<file path="src/rtl/stream_arbiter.sv">
// Round-robin, packet-atomic AXI-Stream merger: N input streams share one
// registered output slot; a winning port keeps the grant until its t_last beat.
module stream_arbiter #(
  parameter  int N          = 4,
  parameter  int DATA_WIDTH = 32,
  parameter  int ID_WIDTH   = 1,
  parameter  int DEST_WIDTH = 1,
  parameter  int USER_WIDTH = 1,
  localparam int KEEP_WIDTH = DATA_WIDTH / 8,
  localparam int SEL_WIDTH  = (N > 1) ? $clog2(N) : 1
) (
  input  logic                       clk,
  input  logic                       rst,

  input  logic [N-1:0]               in_t_valid,
  output logic [N-1:0]               in_t_ready,
  input  logic [N*ID_WIDTH-1:0]      in_t_id,
  input  logic [N*DEST_WIDTH-1:0]    in_t_dest,
  input  logic [N*DATA_WIDTH-1:0]    in_t_data,
  input  logic [N*KEEP_WIDTH-1:0]    in_t_strb,
  input  logic [N*KEEP_WIDTH-1:0]    in_t_keep,
  input  logic [N-1:0]               in_t_last,
  input  logic [N*USER_WIDTH-1:0]    in_t_user,

  output logic                       out_t_valid,
  input  logic                       out_t_ready,
  output logic [ID_WIDTH-1:0]        out_t_id,
  output logic [DEST_WIDTH-1:0]      out_t_dest,
  output logic [DATA_WIDTH-1:0]      out_t_data,
  output logic [KEEP_WIDTH-1:0]      out_t_strb,
  output logic [KEEP_WIDTH-1:0]      out_t_keep,
  output logic                       out_t_last,
  output logic [USER_WIDTH-1:0]      out_t_user,
  output logic [SEL_WIDTH-1:0]       out_src
);

  localparam logic [0:0] ST_IDLE   = 1'b0;
  localparam logic [0:0] ST_LOCKED = 1'b1;

  logic [0:0]           state_q, state_d;
  logic [SEL_WIDTH-1:0] owner_q, owner_d;
  logic [SEL_WIDTH-1:0] ptr_q,   ptr_d;

  logic                  valid_q;
  logic [SEL_WIDTH-1:0]  src_q;
  logic [ID_WIDTH-1:0]   id_q;
  logic [DEST_WIDTH-1:0] dest_q;
  logic [DATA_WIDTH-1:0] data_q;
  logic [KEEP_WIDTH-1:0] strb_q;
  logic [KEEP_WIDTH-1:0] keep_q;
  logic                  last_q;
  logic [USER_WIDTH-1:0] user_q;

  logic                  win_found;
  logic [SEL_WIDTH-1:0]  winner;
  logic [SEL_WIDTH-1:0]  grant;
  logic                  slot_free;
  logic                  grant_ok;
  logic                  xfer;

  logic                  sel_valid;
  logic [ID_WIDTH-1:0]   sel_id;
  logic [DEST_WIDTH-1:0] sel_dest;
  logic [DATA_WIDTH-1:0] sel_data;
  logic [KEEP_WIDTH-1:0] sel_strb;
  logic [KEEP_WIDTH-1:0] sel_keep;
  logic                  sel_last;
  logic [USER_WIDTH-1:0] sel_user;

  // Ports at or above ptr outrank the lower ones, which gives the modulo-N wrap.
  always_comb begin
    // NOTE: every always_comb output gets a default first so no path leaves it unassigned (no latch).
    win_found = 1'b0;
    winner    = '0;
    for (int i = 0; i < N; i++) begin
      if (!win_found && in_t_valid[i] && (SEL_WIDTH'(i) >= ptr_q)) begin
        win_found = 1'b1;
        winner    = SEL_WIDTH'(i);
      end
    end
    for (int i = 0; i < N; i++) begin
      if (!win_found && in_t_valid[i]) begin
        win_found = 1'b1;
        winner    = SEL_WIDTH'(i);
      end
    end
  end

  assign slot_free = !valid_q || out_t_ready;
  assign grant     = (state_q == ST_LOCKED) ? owner_q : winner;
  // A locked owner is offered ready whether or not it is presenting a beat.
  assign grant_ok  = !rst && slot_free && ((state_q == ST_LOCKED) || win_found);

  always_comb begin
    in_t_ready = '0;
    sel_valid  = 1'b0;
    sel_id     = '0;
    sel_dest   = '0;
    sel_data   = '0;
    sel_strb   = '0;
    sel_keep   = '0;
    sel_last   = 1'b0;
    sel_user   = '0;
    for (int i = 0; i < N; i++) begin
      if (SEL_WIDTH'(i) == grant) begin
        in_t_ready[i] = grant_ok;
        sel_valid     = in_t_valid[i];
        sel_id        = in_t_id[i*ID_WIDTH +: ID_WIDTH];
        sel_dest      = in_t_dest[i*DEST_WIDTH +: DEST_WIDTH];
        sel_data      = in_t_data[i*DATA_WIDTH +: DATA_WIDTH];
        sel_strb      = in_t_strb[i*KEEP_WIDTH +: KEEP_WIDTH];
        sel_keep      = in_t_keep[i*KEEP_WIDTH +: KEEP_WIDTH];
        sel_last      = in_t_last[i];
        sel_user      = in_t_user[i*USER_WIDTH +: USER_WIDTH];
      end
    end
  end

  assign xfer = sel_valid && grant_ok;

  always_comb begin
    state_d = state_q;
    owner_d = owner_q;
    ptr_d   = ptr_q;
    if (xfer) begin
      if (sel_last) begin
        state_d = ST_IDLE;
        ptr_d   = (grant == SEL_WIDTH'(N - 1)) ? '0 : grant + 1'b1;
      end else begin
        state_d = ST_LOCKED;
        owner_d = grant;
      end
    end
  end

  always_ff @(posedge clk) begin
    // NOTE: sequential state uses non-blocking assignments so every register samples pre-edge values.
    if (rst) begin
      state_q <= ST_IDLE;
      owner_q <= '0;
      ptr_q   <= '0;
      valid_q <= 1'b0;
      // NOTE: the output datapath is reset too because the beat fields must read zero after reset.
      src_q   <= '0;
      id_q    <= '0;
      dest_q  <= '0;
      data_q  <= '0;
      strb_q  <= '0;
      keep_q  <= '0;
      last_q  <= 1'b0;
      user_q  <= '0;
    end else begin
      state_q <= state_d;
      owner_q <= owner_d;
      ptr_q   <= ptr_d;
      if (xfer) begin
        valid_q <= 1'b1;
        src_q   <= grant;
        id_q    <= sel_id;
        dest_q  <= sel_dest;
        data_q  <= sel_data;
        strb_q  <= sel_strb;
        keep_q  <= sel_keep;
        last_q  <= sel_last;
        user_q  <= sel_user;
      end else if (out_t_ready) begin
        valid_q <= 1'b0;
      end
    end
  end

  assign out_t_valid = valid_q;
  assign out_src     = src_q;
  assign out_t_id    = id_q;
  assign out_t_dest  = dest_q;
  assign out_t_data  = data_q;
  assign out_t_strb  = strb_q;
  assign out_t_keep  = keep_q;
  assign out_t_last  = last_q;
  assign out_t_user  = user_q;

endmodule
</file>
<file path="config.mk">
export PLATFORM = sky130hd
export DESIGN_NAME = stream_arbiter
export DESIGN_NICKNAME = d
export VERILOG_FILES = /design/src/rtl/stream_arbiter.sv
export SDC_FILE = /design/constraint.sdc
export NUM_CORES = 1
export LEC_CHECK = 0
export ABC_CLOCK_PERIOD_IN_PS = 6600
export BUFFER_PORTS_ARGS = -buffer_cell sky130_fd_sc_hd__buf_2
export CAP_MARGIN = 20
export CORE_ASPECT_RATIO = 0.6
export CORE_UTILIZATION = 45
export CTS_CLUSTER_DIAMETER = 120
export DETAILED_ROUTE_END_ITERATION = 6
export PLACE_DENSITY = 0.92
export SLEW_MARGIN = 25
export SYNTH_ARGS = -nofsm -noshare
export SYNTH_HDL_FRONTEND = slang
export SYNTH_SLANG_ARGS = --single-unit
</file>
<file path="constraint.sdc">
create_clock -name clk -period 6.6 [get_ports clk]
set_input_delay 0.66 -clock clk [delete_from_list [all_inputs] [get_ports clk]]
set_output_delay 0.66 -clock clk [all_outputs]
set_load 0.01 [all_outputs]
</file>
# After elaboration in Yosys (flattened, before gate mapping)
# Index checks and enable logic that the tools add are counted.
# word_totals
register_bits,52
input_bits,183
output_inout_bits,51
wordCells,107
# op_classes
addsub,1
magnitude_cmp,4
n_eq_ne,4
muxes,56
n_bitwise,1
reduce_logical,29
# op_table
operator,count
2-to-1 mux 32 bit,4
2-to-1 mux 1 bit,36
2-to-1 mux 4 bit,8
2-to-1 mux 2 bit,8
logical AND 1 bit,14
zero test 1 bit,9
== test 2 bit (first input constant),2
greater-or-equal comparator 1 x 2 -> 1 bit (first input constant),2
greater-or-equal comparator 2 bit (first input constant),2
AND reduction 2 bit,2
adder 2 x 1 -> 2 bit (second input constant),1
== test 1 x 2 -> 1 bit (first input constant),1
== test 2 bit (second input constant),1
zero test 2 bit,1
logical OR 1 bit,2
nonzero test 2 bit,1
inverter 1 bit,1

# Longest topological paths before layout
# depth
ltp_word,35
ltp_mapped,12
depth_no_buf,9

# Least setup slack after synthesis
# OpenSTA, ideal clock, no wires.
# synth_timing
path_type,input to output
start,input in_t_valid[3]
end,output in_t_ready[2]
t_arrival_ns,2.482
required_ns,5.940
path_slack_ns,3.458
stages,8
path_buffers,3
cell_sequence,nor2_1 > nor4b_1 > a211oi_1 > ha_1 > buf_2 > buf_1 > clkbuf_1 > and2_1
# synth_between
elab_chain_len,18
word_cells_on_any_way,25
cone_classes,eq/ne: 1; mux: 12; reduce/logical: 12
# synth_rtl
element,line,rtl
start: declaration,15,"input logic [N-1:0] in_t_valid,"
logical AND 1 bit (2 in series),76,if (!win_found && in_t_valid[i] && (SEL_WIDTH'(i) >= ptr_q)) begin
2-to-1 mux 1 bit,76,
zero test 1 bit,82,if (!win_found && in_t_valid[i]) begin
logical AND 1 bit,82,
2-to-1 mux 1 bit,82,
zero test 1 bit,82,
logical AND 1 bit,82,
2-to-1 mux 1 bit,82,
zero test 1 bit,82,
logical AND 1 bit,82,
2-to-1 mux 1 bit,82,
zero test 1 bit,82,
logical AND 1 bit,82,
2-to-1 mux 2 bit / 2-to-1 mux 1 bit (equally long branches),82,
2-to-1 mux 2 bit / logical OR 1 bit (equally long branches),"90, 92",
== test 2 bit / logical AND 1 bit (equally long branches),"105, 92",
2-to-1 mux 1 bit *,105,if (SEL_WIDTH'(i) == grant) begin
end: declaration,16,"output logic [N-1:0] in_t_ready,"
# Every way passes the cells marked *; elsewhere a longest branch is shown, timed or not.

# Worst setup path in the final report
# layout_timing
start,input in_t_valid[3]
end,register keep_q[0] (netlist: out_t_keep[0])
# layout_between
elab_chain_len,22
word_cells_on_any_way,36
cone_classes,eq/ne: 3; mux: 19; reduce/logical: 14
# layout_rtl
element,line,rtl
logical AND 1 bit (2 in series),76,
2-to-1 mux 1 bit,76,
zero test 1 bit,82,
logical AND 1 bit,82,
2-to-1 mux 1 bit,82,
zero test 1 bit,82,
logical AND 1 bit,82,
2-to-1 mux 1 bit,82,
(+2 left out),-,
2-to-1 mux 1 bit,82,
zero test 1 bit,82,
logical AND 1 bit,82,
2-to-1 mux 2 bit,82,
2-to-1 mux 2 bit,90,assign grant = (state_q == ST_LOCKED) ? owner_q : winner;
zero test 2 bit,105,
2-to-1 mux 1 bit (4 in series),105,
logical AND 1 bit,119,assign xfer = sel_valid && grant_ok;
end signal: assignment,163,keep_q <= sel_keep;
end: declaration,50,logic [KEEP_WIDTH-1:0] keep_q;
# Several ways; a longest one is shown, not always the timed one.
# A chain may end at the register's enable or synchronous reset.

==> reports/qor.csv <==
metric,value,unit
status,"finished, final reports clean",
Die X,114,µm
crit-path max FO,66,
worst hold-check path type,reg2reg,
num rows,24,
Max-cap violations,0,
switching pwr,820,µW
Tightest Pin Transition,1.03,ns
share of cells above drive strength 1,40.9,%
"Slew Viols, Final",0,
worst skew pair latency,0.28,ns
port bufs,233,
Fin Hold WS,0.490,ns
clock group share of total power,15.2,%
antenna violations before repair,0,
Hold Path Depth,2,
Placed Instances,712,
"Net Count, Synth",608,
Max Buffers Root-to-Sink,2,
Initial Util,46.6,%
yosys warns,0,
Clock Root Buffer,clkbuf_16,
Die Span Y,69.2,µm
multiplexer share of the synthesized area,1.22,%
CP startpoint kind,input pin,
"top cells by count, synth","dfxtp_1 (52), a21oi_1 (48), inv_1 (48)",
DP Wirelength,8120,µm
Final Power,1900,µW
crit path kind,in2reg,
Reg power frac,24.7,%
TritonCTS buffer count,5,
highest routed layer,met4,
met2 WL,5920,µm
final-report hold violation count,0,
post-synthesis xor/xnor area fraction,0,%
Congestion Overflow GR,0,
core area,7270,µm²
Post-Synthesis Cells,421,
"Distinct cells, synth",36,
hold_buf cts,0,
1st-iter DRT viols,406,
Post-Synth Adder-Cell Area,1.48,%
P_leak,0.00230,µW
fillers,646,
largest family of logic cells by synthesized area,compound AO/OA/AOI/OAI gates,
min Tclk post-route,4.69,ns
Via Count,4201,
largest net degree at the start of global routing,67,
Power Density,407,nW/µm²
Worst-path clk slew,0.07,ns
DRC Markers,0,
Avg WL per Cell,16.0,µm
post-synthesis compound-gate area fraction,44.0,%
detail-routed via count per cell,5.83,
simple-gate share of the synthesized area,10.1,%
clock sinks,52,
remaining antenna violation count,0,
ys async rst share,0,%
register area share after synthesis,30.8,%
Yosys top cell by area,dfxtp_1,
met1 wire length,4660,µm
Final nets,802,
Hold Crit Start,owner_q[0],
drt first pass iters,7,
Layout area overhead,37.9,%
final WL,11500,µm
I/O Pins,234,
syn_area_per_cell,8.04,µm²
VDD IR-drop max,0.206,mV
unrepaired setup endpoints after global routing,no,
antenna cell count,0,
logic gate share of total power,60.1,%
ys flop type,dfxtp_1,
number of H-tree levels,2,
Int Pwr,1080,µW
all-layer global routing usage,28.4,%
R2R setup slack,2.08,ns
final setup skew,0.00812,ns
CTS tree,yes,
register bit total from synthesis,52,
wire length on met3,728,µm
post_cts resized,0,
WP data required,6.77,ns
top post-synthesis cells by area,"dfxtp_1 (31%), a211o_1 (11%), a221oi_1 (11%)",
reg2reg end,out_t_keep[0],
Die ar.,7880,µm²
first-pass GRT wire length,18100,µm
switching share of power,43.2,%
Worst EP arrival,4.87,ns
Yosys top cell area share,30.8,%
sum of negative setup slack,0,ns
CP Launch Point,in_t_valid[3],
Final period util,71.1,%
number of synthesized flops with an enable pin,0,
worst hold endpoint,owner_q[0],
Non-Filler Instances,720,
postcts setup bufs,0,
Crit. End Element,flip-flop,
r2r startpoint,ptr_q[0],
vias in the first global route,3965,
Max Clk Rate,213,MHz
Slew HR,30.9,%
"count leader, synth",dfxtp_1,
Final Util,64.2,%
Mapped Area,3380,µm²
Reg2Reg Depth,10,
placer's final routability congestion estimate,0.959,
final setup violation count,0,
==> power groups by stage <==
stage               clock [µW]  combinational [µW]  sequential (µW)
floorplan                    0                 811              505
global placement             0                1090              470
detailed placement           0                1130              473
CTS                        296                1140              468
global route               311                1250              479
finish                     288                1140              470
==> layout by cell type (no fill, tap or decap), drive strengths merged, types with 2 or more instances in the layout <==
cell type,n
a21oi,48
ha,4
a211oi,7
mux2i,3
and2,6
nand2b,2
a311oi,42
nor2,2
buf,237
clkbuf,6
nand3,2
a211o,43
dfxtp,52
nand2,46
nand3b,2
a221oi,43
nor2b,7
inv,48
==> cells by family (layout without fill, tap and decap cells) <==
kind of cell | Yosys count | after routing
AND/OR/NAND/NOR | 72 | 72
flip-flops | 52 | 52
multiplexers | 4 | 4
AO/OA/AOI/OAI | 191 | 191
adder cells (fa/ha/maj) | 4 | 4
buffers and inverters | 98 | 293
==> worst max path at each step <==
stage,to,slack [ns],cells after the start
2_1_floorplan,in_t_ready[2],3.46,8
3_3_place_gp,out_t_last,2.03,11
3_5_place_dp,out_t_strb[1],1.78,11
4_1_cts,out_t_strb[1],2.05,11
5_1_grt,out_t_id,1.66,11
6_report,out_t_keep[0],1.91,11
==> critical path, stage by stage <==
cell and delay, ns:
buf_2 0.12, nor2_1 0.28, nor4b_1 0.09, a211oi_1 0.61
ha_2 0.65, buf_4 0.60, nor3b_1 0.44, a211oi_4 0.05
buf_4 0.29, and2_2 0.58, a311oi_1 0.38
==> cell type report <==
cell class,count,area (µm²),share of cell area (%)
multi-input combinational,271,1950,41.9
sequential,52,1040,22.3
inverter,48,180,3.86
timing repair buffer,237,1200,25.6
clock buffer,6,129,2.76
clock inverter,2,35.0,0.751
tap,104,130,2.79
==> registers in the layout (all words and copies together), names as in the netlist <==
register,cells
out_t_strb,4
out_t_valid,1
out_t_dest,1
out_t_data,32
out_t_id,1
out_t_user,1
state_q,1
out_t_keep,4
owner_q,2
out_t_last,1
ptr_q,2
out_src,2
==> routing by layer <==
layer	vias up	GRT usage, %
met4	0	8.37
met3	23	4.31
met2	214	53.1
met5	-	0
met1	1970	33.2
li1	1994	-
==> per-stage QoR <==
stage | cell area, µm² | setup WS [ns]
after floorplan | 3380 | 3.46
after global placement | 4500 | 2.03
after detailed placement | 4500 | 1.78
after CTS | 4660 | 2.05
after global routing | 4660 | 1.66
final | 4660 | 1.91
Power figures use the tool's default switching activity.
